**src/rtl/ntt_rom_seq.sv**
```systemverilog
// Twiddle-ROM sequencer: streams 2^ADDR_W ROM words as dual-lane butterfly
// commands through a 2-entry skid FIFO with valid/ready backpressure.
module ntt_rom_seq #(
    parameter int ADDR_W = 7,
    parameter int Q      = 3329
) (
    input  logic              clk,
    input  logic              srst,
    input  logic              start,
    output logic              busy,
    output logic              done,
    output logic              err,
    output logic [ADDR_W-1:0] rom_addr,
    input  logic [63:0]       rom_dout,
    output logic              cmd_valid,
    input  logic              cmd_ready,
    output logic [15:0]       cmd_zeta_a,
    output logic [7:0]        cmd_u_a,
    output logic [7:0]        cmd_v_a,
    output logic [15:0]       cmd_zeta_b,
    output logic [7:0]        cmd_u_b,
    output logic [7:0]        cmd_v_b
);
    typedef enum logic [1:0] {
        S_IDLE,
        S_FETCH,
        S_DRAIN,
        S_DONE
    } state_t;

    localparam logic [15:0]       LP_Q    = 16'(Q);
    localparam logic [ADDR_W-1:0] LP_LAST = '1;

    state_t            r_state;
    state_t            w_next;
    logic [ADDR_W-1:0] r_addr;
    logic              r_inflight;
    logic              r_err;
    logic [1:0]        r_count;
    logic [63:0]       r_head;
    logic [63:0]       r_tail;

    logic              w_pop;
    logic              w_push;
    logic              w_issue;
    logic              w_start;
    logic              w_last_pop;
    logic              w_bad;
    logic [2:0]        w_occ;
    logic [1:0]        w_wr_idx;

    assign cmd_valid = (r_count != 2'd0);
    assign w_pop     = cmd_valid & cmd_ready;
    assign w_push    = r_inflight;
    assign w_start   = (r_state == S_IDLE) && start;

    // Occupancy after this cycle's pop, counting the word still in flight
    assign w_occ = {1'b0, r_count} + {2'b00, r_inflight}
                 - {2'b00, w_pop};

    assign w_issue    = (r_state == S_FETCH) && (w_occ < 3'd2);
    assign w_last_pop = w_pop && (r_count == 2'd1) && !r_inflight;
    assign w_wr_idx   = r_count - {1'b0, w_pop};
    assign w_bad      = (rom_dout[63:48] >= LP_Q)
                     || (rom_dout[31:16] >= LP_Q);

    always_ff @(posedge clk) begin
        if (srst) begin
            r_state <= S_IDLE;
        end else begin
            r_state <= w_next;
        end
    end

    always_comb begin
        w_next = r_state;
        busy   = 1'b1;
        done   = 1'b0;
        unique case (r_state)
            S_IDLE: begin
                busy = 1'b0;
                if (start) w_next = S_FETCH;
            end
            S_FETCH: begin
                if (w_issue && r_addr == LP_LAST) w_next = S_DRAIN;
            end
            S_DRAIN: begin
                if (w_last_pop) w_next = S_DONE;
            end
            S_DONE: begin
                done   = 1'b1;
                w_next = S_IDLE;
            end
            default: w_next = S_IDLE;
        endcase
    end

    always_ff @(posedge clk) begin
        if (srst) begin
            r_addr     <= '0;
            r_inflight <= 1'b0;
            r_err      <= 1'b0;
            r_count    <= 2'd0;
            r_head     <= 64'd0;
            r_tail     <= 64'd0;
        end else begin
            r_inflight <= w_issue;
            if (w_start) begin
                r_addr <= '0;
                r_err  <= 1'b0;
            end else if (w_issue && r_addr != LP_LAST) begin
                r_addr <= r_addr + ADDR_W'(1);
            end
            if (w_pop) r_head <= r_tail;
            // Push lands after the shift, so a same-cycle pop+push keeps order
            if (w_push) begin
                if (w_wr_idx == 2'd0) r_head <= rom_dout;
                else                  r_tail <= rom_dout;
                if (w_bad) r_err <= 1'b1;
            end
            r_count <= r_count + {1'b0, w_push} - {1'b0, w_pop};
        end
    end

    assign rom_addr   = r_addr;
    assign err        = r_err;
    assign cmd_zeta_a = r_head[63:48];
    assign cmd_u_a    = r_head[47:40];
    assign cmd_v_a    = r_head[39:32];
    assign cmd_zeta_b = r_head[31:16];
    assign cmd_u_b    = r_head[15:8];
    assign cmd_v_b    = r_head[7:0];
endmodule

```
**config.mk**
```make
export PLATFORM = sky130hd
export DESIGN_NAME = ntt_rom_seq
export DESIGN_NICKNAME = d
export VERILOG_FILES = /design/src/rtl/ntt_rom_seq.sv
export SDC_FILE = /design/constraint.sdc
export NUM_CORES = 1
export LEC_CHECK = 0
export BUFFER_PORTS_ARGS = -buffer_cell sky130_fd_sc_hd__buf_4
export CORE_UTILIZATION = 55
export CTS_BUF_LIST = sky130_fd_sc_hd__clkbuf_8
export CTS_CLUSTER_SIZE = 8
export DETAILED_ROUTE_END_ITERATION = 10
export PLACE_DENSITY = 0.82
export SETUP_SLACK_MARGIN = 0.05
export SLEW_MARGIN = 40
export SYNTH_ARGS = -nofsm -noshare
export SYNTH_HDL_FRONTEND = slang
export SYNTH_SLANG_ARGS = --single-unit
export TNS_END_PERCENT = 5
```
**constraint.sdc**
```tcl
create_clock -name clk -period 4.6 [get_ports clk]
set_clock_uncertainty 0.05 [all_clocks]
set_input_delay 1.15 -clock clk [delete_from_list [all_inputs] [get_ports clk]]
set_output_delay 1.15 -clock clk [all_outputs]
set_load 0.03 [all_outputs]
```
==> results.toml, run 1 <==
[synthesis]
synth_top_area_frac = 0.484
netlist_instances = 661
yosys_warnings = 0
syn_nets = 737
synth-main-ff-cell = "dfxtp_1"
synthArstFlopShare = 0
synth-edff-count = 0
syn_area_um2 = 5840
yosys_register_bits = 141
ys_top_cells_by_area = "dfxtp_1 48%, mux2i_1 11%, nand2_1 8.9%"
synth_common_cells = "141 x dfxtp_1, 138 x nand2_1, 72 x a21oi_1"
yosysMostFrequentCell = "dfxtp_1"
synth_top_area_cell = "dfxtp_1"
seq_area_frac_synth = 0.484
synth.distinct_cells = 40
syn-mean-instance-area_um2 = 8.83

[floorplan]
dieHeight_um = 105
die-area_um2 = 11000
io_pins = 143
rows = 37
start_util = 0.565
core-area_um2 = 10300
die_w_um = 105

[global_route]
grt_pass1_vias = 5016
antenna_found_initial = 0
grt_use_met2 = 0.454
grt_pass1_wl_mm = 23.3
met1_usage = 0.313
grtUsageMet3 = 0.0692
overflow = 0
grt_max_degree = 81
track_usage = 0.263
top_usage_layer = "met2"

[timing]
tightest_slew_ns = 0.835
fin_setup_tns_ns = 0
slew_headroom = 0.443
slew_violations = 0
setup_violations = 0
hold_slack_ns = 0.407
min_period_ns = 3.16
fmaxAchievable_mhz = 316
rsz0062_at_grt = "false"
hold_violations = 0
timing.final.crit_share = 0.688

[placement]
place.gp.congestion = 0.805
place_inst = 896
hpwlAfterDp_mm = 9.31
io_buffer_count = 142

[final_layout]
n_antenna_cell = 0
drive_above_1_share = 0.240
fin_nets = 855
stdcell_count = 928
fillers = 777
layout-area-overhead-vs-synth_pct = 27.1

[route]
ant_nets = 0
drt_iter0_markers = 289
drt_pre_antenna_iters = 5
dr_total_vias = 5201
drc = 0
drt_wl_total_mm = 14.5
avgViaCountPerCell = 5.60
routedWlPerCell_um = 15.6

[power_and_ir_drop]
p_leak_uw = 0.00328
irDropWorstVdd_uv = 334
total_power_uw = 4190
pwr_density_cell_nw_per_um2 = 565

[worst_setup_path]
crit_arrival_ns = 3.47
crit_chain = "buf_4 -> nand2_4 -> or2_2 -> nand2_1 -> ha_1 -> fa_1 -> nand2b_1 -> nand2b_1 -> or4_1 -> a21oi_1"
path_max_fanout = 13
max_stage_delay_ns = 0.56
required_ns = 4.91
cp_slowest_cell = "or4_1"
end_kind = "register"
crit_type = "input port to register"
path_common_cell = "nand2b_1"
start_kind = "input port"

[clock_network]
post_cts_buffers = 0
clkLatencyLatePin_ns = 0.43
cts_htree_levels = 4
tritoncts = "done"
cts_root_buffer = "clkbuf_8"
cts_buffer_depth = 2
tritoncts.num_buffers = 17
clk_pin_slew_ns = 0.07
clkSinkCount = 141
holdBufCountCts = 0
cts_resized = 0

[run_status]
status = "complete, no violations"

[job]
max-cap-violations = 0

[min_path]
hold_class = "register to register"
flip-flops by register name (all words and copies together) (netlist names):
name,count
r_tail,64
r_head,64
rom_addr,7
err,1
r_state,2
r_count,2
r_inflight,1
worst max-delay path: cells and delay by family:
kind	cells	cell delay, ns
and+or+nand+nor	6	1.47
AOI/OAI and AO/OA	1	0.15
buffers and inverters	1	0.11
adders and majority gates	2	0.58
cell type report:
cell class / instances / area [um^2] / area share
clock inverter: 9 / 179 / 0.0241
tap: 136 / 170 / 0.0229
inverter: 6 / 22.5 / 0.00304
clock buffer: 23 / 317 / 0.0427
timing repair buffer: 150 / 1160 / 0.157
sequential: 141 / 2820 / 0.381
multi-input combinational: 463 / 2740 / 0.370
layout by cell type, fill, tap and decap left out, types with 2 or more instances in the layout:
cell / synthesis / layout
buf_4: 1 / 146
dfxtp_1: 141 / 141
nand2_1: 138 / 138
a21oi_1: 72 / 72
nor2_1: 67 / 67
mux2i_1: 66 / 66
a211oi_1: 64 / 64
clkbuf_8: 0 / 23
nand3_1: 8 / 7
nor4_1: 7 / 7
ha_1: 7 / 7
inv_1: 6 / 6
bufinv_16: 0 / 5
nand2b_1: 4 / 4
nor2b_1: 3 / 3
o31ai_1: 3 / 3
or3_1: 3 / 3
o21ai_0: 2 / 2
clkinvlp_4: 0 / 2
buf_12: 0 / 2
where the power goes:
group,switching (uW),leakage [uW],internal (uW)
registers,130,0.00114,1420
logic,880,0.00190,559
clock network,466,0.000244,734
metrics by stage:
| step | worst slack (ns) | utilization | instance area, um^2 |
|---|---|---|---|
| after global placement | 1.12 | 0.668 | 6900 |
| final | 1.44 | 0.718 | 7410 |
| after detailed placement | 1.00 | 0.670 | 6920 |
| after CTS | 1.46 | 0.718 | 7410 |
| after floorplan | 1.01 | - | 5840 |
| after global routing | 1.28 | 0.718 | 7410 |
cell families after synthesis:
kind of cell,count (synthesis),synth area share
simple gates,239,0.169
xor+xnor,1,0.00150
compound gates,149,0.163
buf+inv,57,0.0515
mux,66,0.113
fa+ha+maj,8,0.0184
flops,141,0.484
worst paths after layout:
kind / start / to / slack [ns] / cells past startpoint
max reg2reg: r_count[1] / rom_addr[3] / 1.69 / 10
min: r_tail[22] / r_tail[22] / 0.41 / 2
min reg2reg: r_tail[22] / r_tail[22] / 0.41 / 2
max: cmd_ready / rom_addr[3] / 1.44 / 10
metal layers:
metal  vias to the layer above  wire length (um)  share of wire
met5                         -                 0              0
met4                         0               251          0.017
met3                        23               849          0.059
met2                       166              7360           0.51
met1                      2491              5990           0.41
li1                       2521                 -              -
Power figures use the tool's default switching activity.
==> run 2: changes to the inputs <==
- ABC_AREA: not set -> 1
- CORE_UTILIZATION: 55 -> 50
- PLACE_DENSITY: 0.82 -> 0.78
- clock period: 4.6 -> 2.8 ns (I/O delays scaled with it)
==> results.toml, run 2 <==
[synthesis]
synth-main-ff-cell = "dfxtp_1"
yosysMostFrequentCell = "nor2_1"
syn_nets = 860
synth_top_area_frac = 0.479
netlist_instances = 784
synth_top_area_cell = "dfxtp_1"
ys_top_cells_by_area = "dfxtp_1 48%, o21ai_0 9.5%, nor2_1 9.5%"
yosys_warnings = 0
synthArstFlopShare = 0
yosys_register_bits = 141
synth_common_cells = "149 x nor2_1, 141 x dfxtp_1, 112 x o21ai_0"
synth.distinct_cells = 26
syn-mean-instance-area_um2 = 7.51
syn_area_um2 = 5890
seq_area_frac_synth = 0.479
synth-edff-count = 0

[floorplan]
core-area_um2 = 11500
die_w_um = 111
start_util = 0.514
io_pins = 143
dieHeight_um = 111
die-area_um2 = 12200
rows = 39

[final_layout]
layout-area-overhead-vs-synth_pct = 25.6
n_antenna_cell = 0
fin_nets = 971
layout_common_cells = "150 x buf_4, 149 x nor2_1, 141 x dfxtp_1, 112 x o21ai_0, 104 x nand2_1"
fillers = 1051
drive_above_1_share = 0.214
layout_commonest_cell = "buf_4"

[global_route]
grt_max_degree = 71
grt_pass1_vias = 5249
antenna_found_initial = 0
overflow = 0
track_usage = 0.250
grt_pass1_wl_mm = 25.1

[worst_setup_path]
end_kind = "primary output"
crit_arrival_ns = 1.85
r2r-end = "rom_addr[5]"
start_kind = "register"
r2r_start = "r_count[1]"
crit_type = "register to primary output"
rrSetupSlack_ns = 0.43
required_ns = 2.05
r2r_cells = 14
path_max_fanout = 65

[route]
ant_nets = 0
drt_pre_antenna_iters = 5
drt_iter0_markers = 451
drc = 0
dr_total_vias = 5795
avgViaCountPerCell = 5.51
routedWlPerCell_um = 14.2
drt_wl_total_mm = 14.9

[timing]
setup_violations = 0
timing.final.crit_share = 0.929
fin_setup_tns_ns = 0
rsz0062_at_grt = "false"
fmaxAchievable_mhz = 385
slew_headroom = 0.505
slew_violations = 0
hold_violations = 0
fin_ws_ns = 0.200
min_period_ns = 2.60
tightest_slew_ns = 0.743

[run_status]
status = "complete, no violations"

[clock_network]
clk_pin_slew_ns = 0.08
post_cts_buffers = 0
tritoncts = "done"
cts_buffer_depth = 2
clkLatencyLatePin_ns = 0.45
cts_resized = 0
cts_htree_levels = 4
cts_root_buffer = "clkbuf_8"
holdBufCountCts = 0
tritoncts.num_buffers = 17
clkSinkCount = 141

[min_path]
hold_class = "register to register"
min_to = "err"
hold_start = "err"
holdPathStages = 2

[power_and_ir_drop]
p_leak_uw = 0.00331
pwr_density_cell_nw_per_um2 = 903
irDropWorstVdd_uv = 530

[placement]
place.gp.congestion = 0.843
dp_slack_ns = 0.127
hpwlAfterDp_mm = 8.95
io_buffer_count = 142

[job]
max-cap-violations = 0
run 2: cell count changes after synthesis, sizes merged, moves of 32 or more:
cell / delta
o21ai: +118
nor2: +83
nand3: +75
mux2i: -66
a211oi: -65
a21oi: -53
a31oi: +52
nand2: -32
run 2: worst max-delay path: stages (launching register included):
cell	delay [ns]
dfxtp_1	0.37
inv_2	0.08
nand2_2	0.08
buf_4	0.58
buf_4	0.28
run 2: report_power, final:
| part | internal, uW | switching, uW |
|---|---|---|
| clock network | 980 | 766 |
| registers | 2370 | 212 |
| logic | 817 | 1530 |
| total | 4170 | 2510 |
run 2: logic make-up after synthesis:
logic type,count (synthesis),synth area share
AOI/OAI and AO/OA,201,0.191
xor gates and xnor gates,5,0.00744
adders and majority gates,8,0.0183
buffers and inverters,86,0.0656
DFF,141,0.479
and+or+nand+nor,343,0.239
run 2: per-stage QoR:
stage | area (um^2) | hold slack [ns] | utilization | std cells | total power, uW
floorplan | 5890 | 0.422 | - | 784 | 4170
global placement | 6970 | 0.397 | 0.608 | 1019 | 4940
detailed placement | 6980 | 0.397 | 0.608 | 1019 | 4970
CTS | 7400 | 0.390 | 0.645 | 1051 | 6720
global route | 7400 | 0.420 | 0.645 | 1051 | 7050
finish | 7400 | 0.411 | 0.645 | 1051 | 6680
run 2: area by class of cell:
class | count | area [um^2] | area share
repair buffers | 153 | 1190 | 0.160
well taps | 143 | 179 | 0.0242
flip-flops and latches | 141 | 2820 | 0.382
clock buffers | 18 | 248 | 0.0335
multi-input cells | 557 | 2690 | 0.364
clock inverters | 14 | 175 | 0.0237
inverters | 25 | 96.3 | 0.0130
run 2: worst max path at each step:
| stage | from | endpoint | slack (ns) | cells after the start |
|---|---|---|---|---|
| after floorplan | cmd_ready | rom_addr[5] | 0.06 | 14 |
| after global placement | cmd_ready | rom_addr[3] | 0.16 | 13 |
| after detailed placement | cmd_ready | rom_addr[5] | 0.13 | 13 |
| after CTS | r_count[1] | cmd_valid | 0.17 | 4 |
| after global routing | r_count[1] | cmd_valid | 0.07 | 4 |
| final | r_count[1] | cmd_valid | 0.20 | 4 |
run 2: layer usage:
layer  vias up  GRT usage  wire length [um]
li1       2868          -                 -
met1      2684      0.335              6860
met2       209      0.388              6760
met3        34     0.0516               917
met4         0      0.112               400
met5         -          0                 0
